[config.mk]
export PLATFORM = sky130hd
export DESIGN_NAME = decoder_3to8
export DESIGN_NICKNAME = d
export VERILOG_FILES = /design/src/rtl/decoder_3to8.sv
export SDC_FILE = /design/constraint.sdc
export NUM_CORES = 1
export LEC_CHECK = 0
export CORE_AREA = 5 5 42 44
export CTS_CLUSTER_DIAMETER = 120
export DETAILED_ROUTE_END_ITERATION = 10
export DIE_AREA = 0 0 47 49
export GPL_TIMING_DRIVEN = 1
export PLACE_DENSITY = 0.55
export SLEW_MARGIN = 40
export SYNTH_ARGS = -nofsm -noshare
export SYNTH_HDL_FRONTEND = slang
export SYNTH_SLANG_ARGS = --single-unit
export TNS_END_PERCENT = 10
[constraint.sdc]
create_clock -name clk -period 2.5 [get_ports clk]
set_clock_uncertainty 0.15 [all_clocks]
set_input_delay 0.5 -clock clk [delete_from_list [all_inputs] [get_ports clk]]
set_output_delay 0.5 -clock clk [all_outputs]
set_load 0.005 [all_outputs]
[src/rtl/decoder_3to8.sv]
// Registered 3-to-8 one-hot decoder with active-high enable.
// Synchronous active-high reset; out is the only state in the block.
module decoder_3to8 (
  input  logic       clk,
  input  logic       rst,
  input  logic [2:0] in,
  input  logic       en,
  output logic [7:0] out
);

  logic [7:0] r_out;
  logic [7:0] w_onehot;

  assign w_onehot = 8'h01 << in;

  // Reset wins over enable; a disabled decode drives all lines low.
  always_ff @(posedge clk) begin
    if (rst) begin
      r_out <= '0;
    end else if (en) begin
      r_out <= w_onehot;
    end else begin
      r_out <= '0;
    end
  end

  assign out = r_out;

endmodule

After elaboration in Yosys (flattened, before gate mapping)
Cells that the tools add are included.
{ "op_classes": {"shift": 1, "bitwise": 1, "n_reduce_logical": 1} }
{ "op_table": {"columns": ["operator", "count"], "rows": [
  ["<< shifter 1 x 3 -> 8 bit, first input constant", 1],
  ["OR reduction 2 bit", 1],
  ["inverter 1 bit", 1]
]} }
{ "word_totals": {"reg_bits": 8, "inputBits": 6, "output_inout_bits": 8, "elab_cells": 4} }

Depth between registers and ports, before layout
Gate-level depths: netlist (run 1).
{ "depth": {"ltp_word": 2, "mapped_depth": 2, "ltp_nobuf": 2} }

Worst setup path before layout (run 1)
No wires, ideal clock.
{ "synth_path": {"path_kind": "input port to flip-flop", "from": "in rst", "to": "reg r_out[0], in the netlist out[0]", "setup_time_ps": 73, "arrival_ps": 984, "required_ps": 2277, "slack_ps": 1293, "stages": 2, "path_buffers": 0, "path_cell_list": "or3b_4 -> nor3_2"} }
{ "synth_between": {"elab_chain_len": 1} }
{ "synth_rtl": {"columns": ["element", "line_no", "rtl"], "rows": [
  ["start, declared", "5", "input logic rst,"],
  ["OR reduction 2 bit (no line)", null, null],
  ["end signal, assigned", "21", "r_out <= w_onehot;"],
  ["end, declared", "11", "logic [7:0] r_out;"]
]} }
Every way passes these cells.
A chain may end at the register's enable or synchronous reset.

Worst setup path after layout (run 1)
{ "layout_path": {"from": "reg r_out[2], in the netlist out[2]", "to": "out out[2]"} }
{ "layout_lines": {"columns": ["element", "line_no", "rtl"], "rows": [
  ["end, declared", "8", "output logic [7:0] out"]
]} }
No word-level cell between the ends.

==> results of run 1 <==
[worst max-delay path by stage]
| stage | endpoint | startpoint | cells past startpoint | slack (ns) |
|---|---|---|---|---|
| CTS | out[2] | out[2] | 1 | 0.80 |
| detailed placement | out[5] | en | 3 | 0.78 |
| global route | out[3] | out[3] | 1 | 0.76 |
| finish | out[2] | out[2] | 1 | 0.81 |
| floorplan | out[0] | rst | 2 | 1.29 |
| global placement | out[0] | en | 3 | 0.80 |
[synthesized netlist by cell type, drive strengths merged]
cell type	n	area share, %
nor2	6	9.7
nor3	2	6.4
nand3b	1	3.2
or3b	1	4.8
nand2b	2	5.4
nand2	1	1.6
dfxtp	8	69
[per-layer routing]
metal / vias to the layer above / track usage, % / part of all wire (%) / wire length, um
li1: 105 / - / - / -
met1: 75 / 4.43 / 43 / 183
met2: 10 / 5.88 / 41 / 177
met3: 0 / 2.21 / 16 / 68
met4: 0 / 4.15 / 0 / 0
met5: - / 0 / 0 / 0
[cells by family (layout without fill, tap and decap cells)]
| family | count (synthesis) | after routing | synth area share, % |
|---|---|---|---|
| buf+inv | 0 | 16 | 0 |
| flops | 8 | 8 | 68.8 |
| simple gates | 13 | 13 | 31.2 |
[power groups by stage]
stage	sequential (mW)	combinational, mW	clock (mW)
final	0.130	0.0204	0.0942
after global routing	0.130	0.0225	0.100
after CTS	0.130	0.0206	0.0973
after detailed placement	0.133	0.0206	0
after global placement	0.133	0.0204	0
after floorplan	0.133	0.00555	0
[layout make-up]
cell class              instances  share of cell area [%]
clock buffers                   3                    5.56
flip-flops and latches          8                    39.5
multi-input cells              13                    17.9
repair buffers                 13                    32.1
well taps                      16                    4.94
==> run summary, run 1 <==
================================================================================
Drt total wl ......................................................       429 um
Crit path max-delay cell type ..................................... clkdlybuf4s50_1
Nets in the synthesized netlist ...................................           27
Worst hold slack ..................................................     0.754 ns
Cell count after synthesis ........................................           21
Leakage power summed over all cells ...............................     0.147 nW
# H-tree levels ...................................................            1
Sequential share of the synthesized area ..........................        68.8%
Sequential cell area ..............................................      160 um2
Residual DRC ......................................................            0
Pre-CTS setup slack ...............................................     0.782 ns
Start point of the worst min-delay path ...........................        in[0]
# placed instances ................................................           50
Netlist cell types ................................................            8
Die area ..........................................................  0.00230 mm2
Power per cell area ...............................................   604 mW/mm2
Clock Path Buffers ................................................            2
Achievable clock frequency ........................................      592 MHz
Crit path required time ...........................................      1.85 ns
Most common cell after layout, fill and taps aside ................ clkdlybuf4s50_1
Setup repair after global routing missed its margin ...............           no
Via count of the first global-routing pass ........................          183
Minimum clock period after layout .................................      1.69 ns
Total setup violations reported at the end of the flow ............            0
Worst-Margin Slew .................................................     0.180 ns
Die X .............................................................        47 um
Maximum resistive drop on vdd .....................................     0.187 mV
Hold Fails Final Rpt ..............................................            0
Sum of overflow across all layers after global routing ............            0
Arrival time worst endpoint .......................................      1.04 ns
TritonRoute pass-1 iters ..........................................            1
Number of placement rows ..........................................           14
P&R area growth vs syn ............................................        74.2%
Cell family contributing the most delay on the critical path ...... buffers and inverters
Clock-pin transition on the worst setup and hold timing paths .....      0.05 ns
Relative contribution of the clock network to total power .........        38.5%
Clk sinks .........................................................            8
Routed WL per cell ................................................      8.09 um
Internal cell power ...............................................     0.198 mW
Endpoint kind of the worst setup timing path ...................... primary output
Final GP Congestion ...............................................        0.765
I/O Pins ..........................................................           14
Max-slew headroom at the worst pin ................................        88.0%
DR vias/cell ......................................................         3.58
Number of DRC markers after the initial detailed-route iteration ..            0
Result of the run ................................................. complete, no violations
Share of total power in combinational logic .......................         8.3%
Number of pins exceeding their max-slew limit in the final report .            0
Number of flip-flops in the largest register ......................            8
Nets@finish .......................................................           45
Switch share ......................................................        19.3%
Most frequent cells in the layout ................................. 13 x clkdlybuf4s50_1, 8 x dfxtp_1, 6 x nor2_1
Worst Hold Class .................................................. input pin to register
Type of the worst setup path ...................................... register to primary output
Netlist area before placement .....................................      233 um2
Std-Cell Core Area ................................................  0.00140 mm2
Count of instances resized after the clock tree is built ..........            0
Clock tree root buffer cell .......................................     clkbuf_4
Launching element type of the critical path .......................     register
Multi-input logic area ............................................     72.6 um2
Max-cap viol count ................................................            0
Post-route core utilization .......................................        28.9%
# diodes ..........................................................            0
Largest net degree at the start of global routing .................            6
Number of hold buffers added after cts ............................            0
Per-instance average area after synthesis .........................     11.1 um2
Maximum net fanout on the critical path ...........................            1
Power Total .......................................................     0.245 mW
Die outline height ................................................        49 um
Seq cells post-synth ..............................................            8
Global-route usage over all layers ................................        4.31%
End point of the most critical hold path ..........................       out[0]
Post-CTS setup buffer count .......................................            0
Buffering stage count on the worst path with inverters included ...            1
Number of fill cells in the layout ................................          168
Initial antenna violation count ...................................            0
Worst path max stage delay ........................................      0.49 ns
Final-layout setup total negative slack ...........................         0 ns
Global-route wire length before repair ............................       676 um
CTS Buf Count .....................................................            3
Initial core utilization ..........................................        16.6%
CTS tree ..........................................................          yes
Post-placement cell area ..........................................      383 um2
Flop pwr share ....................................................        53.2%
Net switching power of the design .................................    0.0472 mW
Fraction of final layout cells with drive strength greater than 1 .        13.5%
Final worst setup slack ...........................................     0.811 ns
Final worst path period share .....................................        67.6%
Final instance count without filler cells .........................           53
Count of vias placed by the detailed router .......................          190
Remaining antenna violation count after routing ...................            0
Cell breakdown of the critical path ............................... clkdlybuf4s50_1
Design Area, Final ................................................      405 um2
Count of input and output buffers .................................           13
Synth warnings ....................................................            0
Worst hold path cell count ........................................            2
================================================================================
Power figures use the tool's default switching activity.
==> inputs of run 2 (changes only) <==
Clock period 2.5 ns to 1.75 ns, I/O delays scaled along.
==> run summary, run 2 (synthesis gave the netlist of run 1 again) <==
================================================================================
Result of the run ................................................. complete, no violations   unchanged
Clock Path Buffers ................................................            2   unchanged
# H-tree levels ...................................................            1   unchanged
Relative contribution of the clock network to total power .........        38.6%   was 38.5%
Initial core utilization ..........................................        16.6%   unchanged
Switch share ......................................................        19.4%   was 19.3%
Max-cap viol count ................................................            0   unchanged
Internal cell power ...............................................     0.283 mW   was 0.198 mW
# diodes ..........................................................            0   unchanged
Die area ..........................................................  0.00230 mm2   unchanged
Remaining antenna violation count after routing ...................            0   unchanged
Crit path max-delay cell type ..................................... clkdlybuf4s50_1   unchanged
Worst-Margin Slew .................................................     0.165 ns   was 0.180 ns
Clock tree root buffer cell .......................................     clkbuf_4   unchanged
Std-Cell Core Area ................................................  0.00140 mm2   unchanged
Power per cell area ...............................................   865 mW/mm2   was 604 mW/mm2
Number of fill cells in the layout ................................          173   was 168
Met1 Use GR .......................................................        5.56%   was 4.43%
Clock-pin transition on the worst setup and hold timing paths .....      0.05 ns   about the same
I/O Pins ..........................................................           14   unchanged
CTS Buf Count .....................................................            3   unchanged
P&R area growth vs syn ............................................        74.2%   unchanged
Share of total power in combinational logic .......................         8.3%   about the same
Launching element type of the critical path .......................     register   unchanged
Number of flip-flops in the largest register ......................            8   unchanged
Total setup violations reported at the end of the flow ............            0   unchanged
Design Area, Final ................................................      405 um2   unchanged
Post-placement cell area ..........................................      383 um2   unchanged
Number of pins exceeding their max-slew limit in the final report .            0   unchanged
DR vias/cell ......................................................         3.57   was 3.58
Post-CTS setup buffer count .......................................            0   unchanged
Number of DRC markers after the initial detailed-route iteration ..            3   was 0
Endpoint kind of the worst setup timing path ...................... primary output   unchanged
Maximum net fanout on the critical path ...........................            1   unchanged
Achievable clock frequency ........................................      647 MHz
TritonRoute pass-1 iters ..........................................            4   was 1
Crit path required time ...........................................      1.25 ns   was 1.85 ns
Die X .............................................................        47 um   unchanged
Routed WL per cell ................................................      8.08 um   was 8.09 um
Max-slew headroom at the worst pin ................................        89.0%   was 88.0%
Residual DRC ......................................................            0   unchanged
Number of hold buffers added after cts ............................            0   unchanged
Count of vias placed by the detailed router .......................          189   was 190
Setup repair after global routing missed its margin ...............           no   unchanged
Clk sinks .........................................................            8   unchanged
Final-layout setup total negative slack ...........................         0 ns   unchanged
Nets@finish .......................................................           45   unchanged
Worst Hold Class .................................................. input pin to register   unchanged
Buffering stage count on the worst path with inverters included ...            1   unchanged
Most common cell after layout, fill and taps aside ................ clkdlybuf4s50_1   unchanged
Via count of the first global-routing pass ........................          187   was 183
Maximum resistive drop on vdd .....................................     0.295 mV   was 0.187 mV
Met3 routing resource usage after global routing ..................        2.21%   unchanged
CTS tree ..........................................................          yes   unchanged
Largest net degree at the start of global routing .................            6   unchanged
Initial antenna violation count ...................................            0   unchanged
Fraction of final layout cells with drive strength greater than 1 .        13.5%   unchanged
Drt total wl ......................................................       428 um   was 429 um
Count of instances resized after the clock tree is built ..........            0   unchanged
Pre-CTS setup slack ...............................................     0.183 ns   was 0.782 ns
Leakage power summed over all cells ...............................     0.147 nW   unchanged
Hold Fails Final Rpt ..............................................            0   unchanged
Cell family contributing the most delay on the critical path ...... buffers and inverters   unchanged
Type of the worst setup path ...................................... register to primary output   unchanged
Post-route core utilization .......................................        28.9%   unchanged
Number of placement rows ..........................................           14   unchanged
Die outline height ................................................        49 um   unchanged
Global-route wire length before repair ............................       731 um   was 676 um
Final GP Congestion ...............................................        0.706   was 0.765
Global-route usage over all layers ................................        4.81%   was 4.31%
Power Total .......................................................     0.351 mW   was 0.245 mW
Net switching power of the design .................................    0.0680 mW   was 0.0472 mW
Cell breakdown of the critical path ............................... clkdlybuf4s50_1   unchanged
Most frequent cells in the layout ................................. 13 x clkdlybuf4s50_1, 8 x dfxtp_1, 6 x nor2_1   unchanged
Minimum clock period after layout .................................      1.54 ns
Final worst setup slack ...........................................     0.206 ns   was 0.811 ns
Met2 demand-to-capacity share in global routing ...................        5.66%   was 5.88%
Arrival time worst endpoint .......................................      1.04 ns   about the same
Count of input and output buffers .................................           13   unchanged
Layer carrying the most global-route usage ........................         met2   unchanged
Sum of overflow across all layers after global routing ............            0   unchanged
Worst path max stage delay ........................................      0.49 ns   about the same
Final worst path period share .....................................        88.3%
Flop pwr share ....................................................        53.1%   was 53.2%
================================================================================
run 2: power by group through the flow:
stage / Clock [mW] / Sequential, mW / Combinational (mW)
after global routing: 0.146 / 0.186 / 0.0325
after global placement: 0 / 0.190 / 0.0294
after floorplan: 0 / 0.190 / 0.00793
after detailed placement: 0 / 0.190 / 0.0296
final: 0.135 / 0.186 / 0.0291
after CTS: 0.141 / 0.186 / 0.0296
run 2: routing by layer:
| metal | part of all wire, % | vias to the layer above |
|---|---|---|
| met2 | 41 | 12 |
| li1 | - | 100 |
| met5 | 0 | - |
| met1 | 39 | 73 |
| met4 | 3.0 | 0 |
| met3 | 17 | 4 |
run 2: path summary, 6_finish.rpt:
path                      to  depth (start not counted)  slack [ns]   start
worst max-delay path  out[5]                          1        0.21  out[5]
worst min-delay path  out[0]                          2        0.60   in[2]
run 2: metrics by stage:
step,hold WS (ns),std cells
final,0.604,53
after global routing,0.643,53
after CTS,0.599,53
after detailed placement,0.862,50
after global placement,0.865,50
after floorplan,0.269,21
run 2: area by class of cell:
class                   count  area (um2)  area share (%)
flip-flops and latches      8         160            39.5
repair buffers             13         130            32.1
multi-input cells          13        72.6            17.9
clock buffers               3        22.5            5.56
well taps                  16        20.0            4.94
==> inputs of run 3 (changes only) <==
Settings changed: ABC_AREA from default to 1.
==> run summary, run 3 <==
=================================================================================
Pre-CTS setup slack ................................................     0.434 ns   was 0.183 ns
Per-instance average area after synthesis ..........................     9.24 um2   was 11.1 um2
Fraction of final layout cells with drive strength greater than 1 ..        11.9%   was 13.5%
Global-route usage over all layers .................................        4.95%   was 4.81%
Endpoint kind of the worst setup timing path ....................... primary output   unchanged
Post-CTS setup buffer count ........................................            0   unchanged
Number of placement rows ...........................................           14   unchanged
Synth warnings .....................................................            0   unchanged
Seq cells post-synth ...............................................            8   unchanged
Final worst path period share ......................................        88.2%   was 88.3%
I/O Pins ...........................................................           14   unchanged
Via count of the first global-routing pass .........................          195   was 187
Cell family contributing the most delay on the critical path ....... buffers and inverters   unchanged
Worst-Margin Slew ..................................................     0.112 ns   was 0.165 ns
DR vias/cell .......................................................         3.48   was 3.57
Hold Fails Final Rpt ...............................................            0   unchanged
Total setup violations reported at the end of the flow .............            0   unchanged
Final GP Congestion ................................................        0.746   was 0.706
Nets@finish ........................................................           50   was 45
Max-cap viol count .................................................            0   unchanged
Count of input and output buffers ..................................           13   unchanged
Number of DRC markers after the initial detailed-route iteration ...            1   was 3
Sum of overflow across all layers after global routing .............            0   unchanged
Number of enable flip-flop cells after synthesis ...................            0   unchanged
Setup crit start ...................................................       out[3]   was out[5]
Cell breakdown of the critical path ................................ clkdlybuf4s50_1   unchanged
Die outline height .................................................        49 um   unchanged
Clock tree root buffer cell ........................................     clkbuf_4   unchanged
Leakage power summed over all cells ................................     0.171 nW   was 0.147 nW
Count of vias placed by the detailed router ........................          202   was 189
Routed WL per cell .................................................      7.72 um   was 8.08 um
Largest net degree at the start of global routing ..................            5   was 6
Number of flip-flops in the largest register .......................            8   unchanged
Launching element type of the critical path ........................     register   unchanged
Final instance count without filler cells ..........................           58   was 53
Netlist cell types .................................................            5   was 8
CTS Buf Count ......................................................            3   unchanged
Drt total wl .......................................................       448 um   was 428 um
Final worst setup slack ............................................     0.206 ns   about the same
Worst Hold Class ................................................... input pin to register   unchanged
# placed instances .................................................           55   was 50
Most frequent cells in the layout .................................. 13 x clkdlybuf4s50_1, 8 x nor2_1, 8 x dfxtp_1   was 13 x clkdlybuf4s50_1, 8 x dfxtp_1, 6 x nor2_1
Buffering stage count on the worst path with inverters included ....            1   unchanged
CTS tree ...........................................................          yes   unchanged
Start point of the worst min-delay path ............................        in[1]   was in[2]
Std-Cell Core Area .................................................  0.00140 mm2   unchanged
TritonRoute pass-1 iters ...........................................            2   was 4
Worst path max stage delay .........................................      0.50 ns   was 0.49 ns
Most common cell after layout, fill and taps aside ................. clkdlybuf4s50_1   unchanged
Residual DRC .......................................................            0   unchanged
Number of fill cells in the layout .................................          163   was 173
Top area cells in the synthesized netlist .......................... dfxtp_1 67%, nor2_1 13%, nand3_2 8.3%   was dfxtp_1 69%, nor2_1 9.7%, nand2b_1 5.4%
P&R area growth vs syn .............................................        71.9%   was 74.2%
Die area ...........................................................  0.00230 mm2   unchanged
Number of hold buffers added after cts .............................            0   unchanged
Crit path max-delay cell type ...................................... clkdlybuf4s50_1   unchanged
Nets in the synthesized netlist ....................................           32   was 27
Maximum net fanout on the critical path ............................            1   unchanged
Number of pins exceeding their max-slew limit in the final report ..            0   unchanged
Netlist area before placement ......................................      240 um2   was 233 um2
Most common library cells after synthesis .......................... 8 x dfxtp_1, 8 x nor2_1, 4 x inv_1, 4 x nand2_1, 2 x nand3_2   was 8 x dfxtp_1, 6 x nor2_1, 2 x nand2b_1
Share of the synthesized area in the top cell type .................        66.7%   was 68.8%
Die X ..............................................................        47 um   unchanged
Initial core utilization ...........................................        17.1%   was 16.6%
Count of instances resized after the clock tree is built ...........            0   unchanged
Crit path required time ............................................      1.25 ns   about the same
Arrival time worst endpoint ........................................      1.04 ns   about the same
Clock-pin transition on the worst setup and hold timing paths ......      0.05 ns   about the same
Achievable clock frequency .........................................      648 MHz   was 647 MHz
Max-slew headroom at the worst pin .................................        92.5%   was 89.0%
Final-layout setup total negative slack ............................         0 ns   unchanged
Power per cell area ................................................   852 mW/mm2   was 865 mW/mm2
Synth Flop Type ....................................................      dfxtp_1   unchanged
Type of the worst setup path ....................................... register to primary output   unchanged
Remaining antenna violation count after routing ....................            0   unchanged
Maximum resistive drop on vdd ......................................     0.269 mV   was 0.295 mV
Global-route wire length before repair .............................       724 um   was 731 um
Initial antenna violation count ....................................            0   unchanged
Clk sinks ..........................................................            8   unchanged
# H-tree levels ....................................................            1   unchanged
Result of the run .................................................. complete, no violations   unchanged
Fraction of synthesis flops using an asynchronous set or reset pin .           0%   unchanged
Setup repair after global routing missed its margin ................           no   unchanged
Minimum clock period after layout ..................................      1.54 ns   about the same
# diodes ...........................................................            0   unchanged
Clock Path Buffers .................................................            2   unchanged
Sequential share of the synthesized area ...........................        66.7%   was 68.8%
Cell count after synthesis .........................................           26   was 21
Synth area leader ..................................................      dfxtp_1   unchanged
=================================================================================
-- run 3: through the flow --
step	utilization, %	hold slack (ns)	area [um2]	total power, mW
2_1_floorplan	-	0.343	240	0.200
3_3_place_gp	27.9	0.834	390	0.220
3_5_place_dp	27.9	0.826	390	0.220
4_1_cts	29.5	0.557	413	0.360
5_1_grt	29.5	0.593	413	0.375
6_report	29.5	0.562	413	0.352
-- run 3: final cells by class --
cell class,instances,area [um2],area share (%)
sequential,8,160,38.8
timing repair buffer,13,130,31.5
multi-input combinational,14,65.1,15.8
clock buffer,3,22.5,5.45
tap,16,20.0,4.85
inverter,4,15.0,3.64
-- run 3: cell families (layout without fill, tap and decap cells) --
logic type | after synthesis | in the layout | synth area share (%)
and+or+nand+nor | 14 | 14 | 27.1
buffers and inverters | 4 | 20 | 6.25
DFF | 8 | 8 | 66.7
-- run 3: final timing paths --
kind | slack [ns] | end | depth (start not counted)
worst max-delay path | 0.21 | out[3] | 1
worst min-delay path | 0.56 | out[3] | 3
-- run 3: metal layers --
metal | GRT usage, % | part of all wire, %
met5 | 0 | 0
met4 | 5.53 | 0
met3 | 4.06 | 19
met2 | 6.56 | 44
met1 | 4.01 | 37
-- run 3: power breakdown --
group	switching, mW	internal (mW)
clock	0.0575	0.0781
sequential	0.000661	0.185
combinational	0.0120	0.0180
total	0.0701	0.282
